`src/rtl/matrix_key_scanner.sv`:
```
// matrix_key_scanner: 4x4 keypad row scanner with frame-based debounce.
// Ports: clk, rst_n (async, active-low), col_n[3:0] (active-low columns),
//        row_n[3:0] (one row driven low), key_code[3:0] (4*row+col),
//        pushed (debounced key held), key_valid (one-cycle press strobe).
// Optional: define KEY_REPEAT_EN for key_valid auto-repeat every REPEAT_FRAMES.
module matrix_key_scanner #(
  parameter int SCAN_DIV = 12500,
  parameter int DEB_FRAMES = 10,
  parameter int REPEAT_FRAMES = 200
) (
  input  logic       clk,
  input  logic       rst_n,
  input  logic [3:0] col_n,
  output logic [3:0] row_n,
  output logic [3:0] key_code,
  output logic       pushed,
  output logic       key_valid
);
  localparam int DW = $clog2(SCAN_DIV);
  localparam int CW = $clog2(DEB_FRAMES + 1);
  localparam logic [DW-1:0] DWELL_LAST = DW'(SCAN_DIV - 1);
  localparam logic [CW-1:0] CNT_ONE = CW'(1);
  localparam logic [CW-1:0] DEB_LAST = CW'(DEB_FRAMES);
  typedef enum logic [1:0] {IDLE, CAND, HELD, REL} state_t;
  if (SCAN_DIV < 4 || DEB_FRAMES < 1 || REPEAT_FRAMES < 1) begin : g_bad_param
    $error("matrix_key_scanner: illegal parameter value");
  end
  logic [3:0] col_m_q, col_s_q;
  logic [DW-1:0] dwell_q, dwell_d;
  logic [1:0] row_q, row_d, row_col;
  logic acc_found_q, acc_found_d, hit_found, tick, last_row;
  logic [3:0] acc_code_q, acc_code_d, hit_code;
  logic frame_done_q, frame_done_d, fr_none_q, fr_none_d;
  logic [3:0] fr_code_q, fr_code_d;
  state_t state_q, state_d;
  logic [3:0] cand_q, cand_d, key_code_q, key_code_d;
  logic [CW-1:0] cnt_q, cnt_d, cnt_inc;
  logic pushed_q, pushed_d, key_valid_q, key_valid_d, accept, drop;
`ifdef KEY_REPEAT_EN
  localparam int RW = $clog2(REPEAT_FRAMES + 1);
  localparam logic [RW-1:0] REP_LAST = RW'(REPEAT_FRAMES - 1);
  logic [RW-1:0] rep_q, rep_d;
`endif
  assign row_n = ~(4'b0001 << row_q);
  assign key_code = key_code_q;
  assign pushed = pushed_q;
  assign key_valid = key_valid_q;
  // Rows are visited in ascending order, so the first hit of a frame is its lowest code.
  always_comb begin
    tick = dwell_q == DWELL_LAST;
    dwell_d = tick ? '0 : dwell_q + 1'b1;
    row_d = tick ? row_q + 2'd1 : row_q;
    row_col = ~col_s_q[0] ? 2'd0 : ~col_s_q[1] ? 2'd1 : ~col_s_q[2] ? 2'd2 : 2'd3;
    hit_found = acc_found_q | ~&col_s_q;
    hit_code = acc_found_q ? acc_code_q : {row_q, row_col};
    last_row = tick && row_q == 2'd3;
    acc_found_d = last_row ? 1'b0 : tick ? hit_found : acc_found_q;
    acc_code_d = last_row ? 4'd0 : tick ? hit_code : acc_code_q;
    frame_done_d = last_row;
    fr_none_d = last_row ? ~hit_found : fr_none_q;
    fr_code_d = last_row ? hit_code : fr_code_q;
  end
  always_comb begin
    state_d = state_q;
    cand_d = cand_q;
    cnt_d = cnt_q;
    key_code_d = key_code_q;
    pushed_d = pushed_q;
    key_valid_d = 1'b0;
    accept = 1'b0;
    drop = 1'b0;
    cnt_inc = cnt_q == DEB_LAST ? cnt_q : cnt_q + CNT_ONE;
`ifdef KEY_REPEAT_EN
    rep_d = state_q == HELD ? rep_q : '0;
`endif
    if (frame_done_q) begin
      case (state_q)
        IDLE: if (!fr_none_q) begin
          state_d = CAND;
          cand_d = fr_code_q;
          cnt_d = CNT_ONE;
          accept = DEB_FRAMES == 1;
        end
        CAND: if (fr_none_q) state_d = IDLE;
          else if (fr_code_q != cand_q) begin
            cand_d = fr_code_q;
            cnt_d = CNT_ONE;
          end else begin
            cnt_d = cnt_inc;
            accept = cnt_inc == DEB_LAST;
          end
        HELD: if (fr_none_q || fr_code_q != key_code_q) begin
          state_d = REL;
          cnt_d = CNT_ONE;
          drop = DEB_FRAMES == 1;
        end else begin
`ifdef KEY_REPEAT_EN
          key_valid_d = rep_q == REP_LAST;
          rep_d = rep_q == REP_LAST ? '0 : rep_q + 1'b1;
`endif
        end
        REL: if (!fr_none_q && fr_code_q == key_code_q) state_d = HELD;
          else begin
            cnt_d = cnt_inc;
            drop = cnt_inc == DEB_LAST;
          end
      endcase
      if (accept) begin
        state_d = HELD;
        key_code_d = fr_code_q;
        pushed_d = 1'b1;
        key_valid_d = 1'b1;
      end
      if (drop) begin
        state_d = IDLE;
        pushed_d = 1'b0;
      end
    end
  end
  always_ff @(posedge clk or negedge rst_n) begin
    if (!rst_n) begin
      col_m_q <= 4'hf;
      col_s_q <= 4'hf;
      dwell_q <= '0;
      row_q <= 2'd0;
      acc_found_q <= 1'b0;
      acc_code_q <= 4'd0;
      frame_done_q <= 1'b0;
      fr_none_q <= 1'b1;
      fr_code_q <= 4'd0;
      state_q <= IDLE;
      cand_q <= 4'd0;
      cnt_q <= '0;
      key_code_q <= 4'd0;
      pushed_q <= 1'b0;
      key_valid_q <= 1'b0;
`ifdef KEY_REPEAT_EN
      rep_q <= '0;
`endif
    end else begin
      col_m_q <= col_n;
      col_s_q <= col_m_q;
      dwell_q <= dwell_d;
      row_q <= row_d;
      acc_found_q <= acc_found_d;
      acc_code_q <= acc_code_d;
      frame_done_q <= frame_done_d;
      fr_none_q <= fr_none_d;
      fr_code_q <= fr_code_d;
      state_q <= state_d;
      cand_q <= cand_d;
      cnt_q <= cnt_d;
      key_code_q <= key_code_d;
      pushed_q <= pushed_d;
      key_valid_q <= key_valid_d;
`ifdef KEY_REPEAT_EN
      rep_q <= rep_d;
`endif
    end
  end
endmodule

```
`config.mk`:
```
export PLATFORM = sky130hd
export DESIGN_NAME = matrix_key_scanner
export DESIGN_NICKNAME = d
export VERILOG_FILES = /design/src/rtl/matrix_key_scanner.sv
export SDC_FILE = /design/constraint.sdc
export NUM_CORES = 1
export LEC_CHECK = 0
export CORE_MARGIN = 2
export CORE_UTILIZATION = 25
export DETAILED_ROUTE_END_ITERATION = 7
export SLEW_MARGIN = 10
export SYNTH_ARGS = -nofsm -noshare
export SYNTH_HDL_FRONTEND = slang
export SYNTH_SLANG_ARGS = --single-unit
export TNS_END_PERCENT = 5
```
`constraint.sdc`:
```
create_clock -name clk -period 2.3 [get_ports clk]
set_input_delay 0.345 -clock clk [delete_from_list [all_inputs] [get_ports clk]]
set_output_delay 0.345 -clock clk [all_outputs]
set_load 0.005 [all_outputs]
```
==> results of run 1 <==
-- worst register-to-register path, cell delays in order (launching register included) --
cell and delay [ps]:
dfrtp_1 450, inv_1 70, ha_1 210, or3_1 370
o31ai_1 70, a21oi_1 150, or3_1 470, mux2_2 300
-- per-stage QoR --
stage                     hold WS (ps)  total power [mW]
final                              135              1.47
after floorplan                   49.4             0.932
after global routing               184              1.55
after global placement             346             0.960
after detailed placement           347             0.960
after CTS                          160              1.49
-- report_power, final --
part           switching (mW)  internal (mW)
Clock                   0.310          0.218
Sequential            0.00245          0.909
Combinational          0.0203        0.00952
Total                   0.333           1.14
-- state kept, by name, indices dropped and copies added (netlist names), 2 cells and up --
register and flops:
fr_code_q 4, col_s_q 4, key_code 4, row_q 2, acc_code_q 4, cnt_q 4, state_q 2, cand_q 4
dwell_q 14, col_m_q 4
-- area by class of cell --
cell class                 instances  area [um^2]  share of cell area (%)
clock buffer                       5         68.8                    2.51
clock inverter                     3         23.8                   0.866
multi-input combinational        139          960                    35.0
timing repair buffer              21          203                    7.38
tap                              111          139                    5.06
inverter                          17         63.8                    2.32
sequential                        51         1290                    46.9
-- final timing paths --
kind | to | startpoint
worst max-delay path | key_code[0] | cnt_q[0]
worst min-delay path | cand_q[0] | rst_n
worst max register to register | key_code[0] | cnt_q[0]
worst min register to register | col_s_q[0] | col_m_q[0]
max in group asynchronous | dwell_q[12] | rst_n
min in group clk | col_s_q[0] | col_m_q[0]
-- cells by family after synthesis --
family                   share of synthesized area [%]
AO/OA/AOI/OAI                                     9.12
XOR/XNOR                                          7.51
adder cells (fa/ha/maj)                           3.76
buffers and inverters                             3.60
flip-flops                                        55.2
multiplexers                                      5.74
AND/OR/NAND/NOR                                   15.0
-- per-layer routing --
metal  up-vias  part of all wire [%]
li1        767                     -
met1       725                    49
met2        22                    46
met3         4                   3.6
met4         0                  0.96
met5         -                     0
-- cells in the final DEF, fill, tap and decap left out, types with 2 or more instances in the layout --
cell	instances
dfrtp_1	42
nand2_1	19
inv_1	17
nor2_1	14
clkdlybuf4s50_1	14
xnor2_1	11
o21ai_0	11
mux2_2	11
nand3_1	9
xor2_1	9
dfstp_2	9
nor3_1	8
ha_1	7
a21oi_1	5
clkbuf_8	5
buf_4	5
o22ai_1	4
o31ai_1	3
o21a_1	3
or4b_1	2
and3_1	2
or3_1	2
clkinvlp_4	2
==> metrics.yaml, run 1 <==
grt:
  grt_pass1_vias: 1489
  antenna_found_initial: 0
  grt_pass1_wl_mm: 7.01
  overflow: 0
  gr-usage-met1_pct: 11.3
  grt_max_degree: 52
  top_usage_layer: "met2"
  met2_usage_pct: 14.0
  grt_usage_pct: 8.76
  use_met3_pct: 2.91
cells_and_area:
  fin_util_pct: 30.0
  design_area_mm2: 0.00275
  drive_gt1_share_pct: 16.5
  fin_cells: 347
  antenna_cells: 0
  fillCellCount: 926
  syn2layout_area_growth_pct: 17.8
  nNetsFinal: 248
placement:
  dpl_cell_area_mm2: 0.00265
  dp_slack_ps: 135
  dp_hpwl_mm: 2.88
  portBuffers: 15
  gp_congestion: 0.770
  dp.cells: 339
clocking:
  cts-root-buf: "clkbuf_8"
  cts_tree: "yes"
  cts.path.max_buffers: 2
  clk_latency_ps: 310
  postCtsHoldBufs: 0
  cts.clk_slew.worst_paths_ps: 110
  cts-buffers-inserted: 5
  cts_resized: 0
  htree_levels: 2
  cts_setup_buffers: 0
  clkSinkCount: 51
routing:
  drt_iter0_drc: 58
  antenna_left: 0
  wl_per_cell_um: 11.4
  drc: 0
  wl_mm: 3.97
  vias: 1518
  via_per_inst: 4.37
  dr.pass1.iters: 4
worst_setup_path:
  reg2regPathDepth: 7
  r2r_slack_ps: 120
  crit_path_max_fanout: 7
  cp.arrival_ps: 2370
  crit_type: "reg2reg"
  cp.required_ps: 2490
  cp_slowest_cell: "or3_1"
  cp_common_cell: "or3_1"
  start_kind: "flip-flop"
  critPathBufInv: 1
  endpoint_kind: "flip-flop"
  crit_cells: 7
  crit_chain: "inv_1 > ha_1 > or3_1 > o31ai_1 > a21oi_1 > or3_1 > mux2_2"
  critPathMaxStageDelay_ps: 470
  crit_family: "simple AND/OR/NAND/NOR gates"
logic_synthesis:
  yosysSeqAreaShare_pct: 55.2
  synth_top_area_cell: "dfrtp_1"
  synth_flop_cell: "dfrtp_1"
  avgSynthCellArea_um2: 11.0
  yosysMostFrequentCell: "dfrtp_1"
  synth-edff-count: 0
  synth_fp_nets: 224
  syn_inst: 211
  synth_seq_cells: 51
  synth_cell_types: 41
  syn_area_mm2: 0.00233
  yosysWarnings: 0
  yosys-top-cells-count: "42 x dfrtp_1, 19 x nand2_1, 17 x inv_1"
  synth-async-reset-ratio_pct: 100
  synth.area.top_cells: "dfrtp_1 45%, dfstp_2 10%, mux2_2 5.3%"
  yosysTopAreaCellShare_pct: 45.1
sta:
  tightest_slew_ps: 627
  finClkSkew_ps: 14.7
  max_freq_ghz: 0.459
  final.period_utilization_pct: 94.8
  rsz0062_at_grt: "no"
  setup_ws_ps: 121
  relSlewSlack_pct: 58.2
  slew_violations: 0
  setup_viol: 0
  fin_crit_ps: 2180
  finalHoldViolCount: 0
  final.setup.tns_ps: 0
die:
  die_area_mm2: 0.0101
  start_util_pct: 25.5
  die_height_um: 101
  num_rows: 35
  die_width_um: 101
  num_io_pins: 16
  coreArea_mm2: 0.00915
power_and_ir_drop:
  leakage_nw: 1.20
  ir_drop_mv: 0.235
  power_density_mw_per_mm2: 535
run:
  max_cap_viol_count: 0
worst_hold_path:
  min_path_type: "in2async"
run_status:
  outcome: "completed"
No activity file was read; power rests on OpenSTA's default activity.
==> run 2, diff against run 1 <==
--- a/config.mk
+++ b/config.mk
@@ -6,7 +6,7 @@
 export NUM_CORES = 1
 export LEC_CHECK = 0
 export CORE_MARGIN = 2
-export CORE_UTILIZATION = 25
+export CORE_UTILIZATION = 35
 export DETAILED_ROUTE_END_ITERATION = 7
 export SLEW_MARGIN = 10
 export SYNTH_ARGS = -nofsm -noshare
==> run 2 against run 1 <==
  * Highest routed layer unchanged
  * Worst setup slack improved by 32 ps
  * Total power up 14%
  * Maximum frequency rose by 1.5%
==> metrics.yaml, run 2 (synthesis gave the netlist of run 1 again) <==
run_status:
  outcome: "completed"
die:
  start_util_pct: 36.5  # +11 points
  die_area_mm2: 0.00733  # -28%
  die_height_um: 85.6  # -15%
  num_io_pins: 16  # unchanged
  coreArea_mm2: 0.00639  # -30%
  die_width_um: 85.6  # -15%
  num_rows: 29  # -17%
power_and_ir_drop:
  leakage_nw: 1.23  # +2.5%
  power_density_mw_per_mm2: 608  # +14%
  ir_drop_mv: 0.436  # +86%
  p_total_mw: 1.67  # +14%
sta:
  relSlewSlack_pct: 49.7  # -8.5 points
  slew_violations: 0  # unchanged
  rsz0062_at_grt: "no"
  final.period_utilization_pct: 93.4  # -1.4 points
  setup_ws_ps: 153  # +32.1 ps
  max_freq_ghz: 0.466  # +1.5%
  final.setup.tns_ps: 0  # unchanged
  fin_crit_ps: 2150  # -32.1 ps
  finalHoldViolCount: 0  # unchanged
  tightest_slew_ps: 754  # +127 ps
  finClkSkew_ps: 11.3  # -3.43 ps
  setup_viol: 0  # unchanged
routing:
  wl_mm: 3.86  # -2.8%
  dr.pass1.iters: 4  # unchanged
  antenna_left: 0  # unchanged
  drc: 0  # unchanged
  wl_per_cell_um: 12.2  # +7.0%
  drt_iter0_drc: 114  # +97%
  via_per_inst: 4.92  # +13%
  vias: 1551  # +2.2%
cells_and_area:
  layout_commonest_cell: "dfrtp_1"
  syn2layout_area_growth_pct: 18.0
  nNetsFinal: 250  # +0.81%
  drive_gt1_share_pct: 17.6  # +1.1 points
  antenna_cells: 0  # unchanged
  largest-register: "dwell_q"
  final_cell_mix: "41 x dfrtp_1, 19 x nand2_1, 17 x inv_1"
  largest_register_ffs: 14  # unchanged
worst_setup_path:
  crit_path_max_fanout: 13  # +6
  cp_slowest_cell: "or4b_4"
  start_kind: "flip-flop"
  reg2regPathDepth: 5  # -2
  crit_type: "reg2reg"
  r2r-start: "dwell_q[1]"
  rr_endpoint: "acc_code_q[1]"
  crit_chain: "ha_1 > or4b_4 > nor4_4 > buf_4 > mux2_2"
  cp.arrival_ps: 2350  # -20 ps
  cp.required_ps: 2500  # about the same
  endpoint_kind: "flip-flop"
  r2r_slack_ps: 150  # +30 ps
  critPathMaxStageDelay_ps: 490  # +20 ps
clocking:
  htree_levels: 2  # unchanged
  cts.path.max_buffers: 2  # unchanged
  clk_latency_ps: 300  # about the same
  clkSinkCount: 51  # unchanged
  cts-buffers-inserted: 5  # unchanged
  cts_resized: 0  # unchanged
  cts_setup_buffers: 0  # unchanged
  cts.clk_slew.worst_paths_ps: 100  # about the same
  postCtsHoldBufs: 0  # unchanged
  cts_tree: "yes"
  cts-root-buf: "clkbuf_8"
grt:
  grt_pass1_vias: 1550  # +4.1%
  grt_pass1_wl_mm: 7.13  # +1.7%
  grt_max_degree: 36  # -31%
  grt_usage_pct: 12.1  # +3.3 points
  antenna_found_initial: 0  # unchanged
  overflow: 0  # unchanged
run:
  max_cap_viol_count: 0  # unchanged
placement:
  portBuffers: 15  # unchanged
  dp_slack_ps: 139  # +3.65 ps
  gp_congestion: 0.847  # +10%
  dp_hpwl_mm: 2.86  # -0.62%
worst_hold_path:
  min_path_type: "in2async"
==> run 2: area by class of cell <==
type | instances | area [um^2]
flip-flops and latches | 51 | 1290
multi-input cells | 139 | 960
inverters | 17 | 63.8
clock buffers | 5 | 68.8
clock inverters | 3 | 67.6
well taps | 77 | 96.3
repair buffers | 23 | 205
fillers | 629 | 3640
==> run 2: worst max-delay path by stage <==
stage	from	end	slack (ps)	cells after the start
detailed placement	cnt_q[0]	key_code[0]	140	7
CTS	cnt_q[0]	key_code[0]	120	7
global placement	cnt_q[0]	key_code[0]	180	7
finish	dwell_q[1]	acc_code_q[1]	150	5
global route	cnt_q[1]	key_code[0]	20	6
floorplan	dwell_q[0]	acc_code_q[1]	270	5
==> run 2: report_power, final <==
group          internal [mW]  switching, mW  leakage, nW
registers              0.909        0.00255        0.665
clock network          0.434          0.297       0.0644
logic                 0.0106         0.0207        0.497
total                   1.35          0.320         1.23
==> run 2: per-layer routing <==
layer,GRT usage [%],share of wire [%],wire length [um],vias to the layer above
met5,0,0,0,-
met4,4.47,1.4,53,0
met3,3.08,2.8,108,7
met2,19.0,47,1830,21
met1,16.2,48,1870,751
li1,-,-,-,772
==> run 2: critical path, delay by kind of cell, from the launching register on <==
family	cells	cell delay, ps
and+or+nand+nor	2	810
DFF	1	410
muxes	1	340
adders and majority gates	1	240
buffers and inverters	1	240
==> run 2: per-stage QoR <==
stage | utilization, % | cell area (um^2) | std cells | hold WS [ps]
2_1_floorplan | - | 2330 | 211 | 49.4
3_3_place_gp | 40.9 | 2610 | 307 | 345
3_5_place_dp | 40.9 | 2610 | 307 | 347
4_1_cts | 43.0 | 2750 | 315 | 120
5_1_grt | 43.1 | 2750 | 315 | 164
6_report | 43.1 | 2750 | 315 | 100
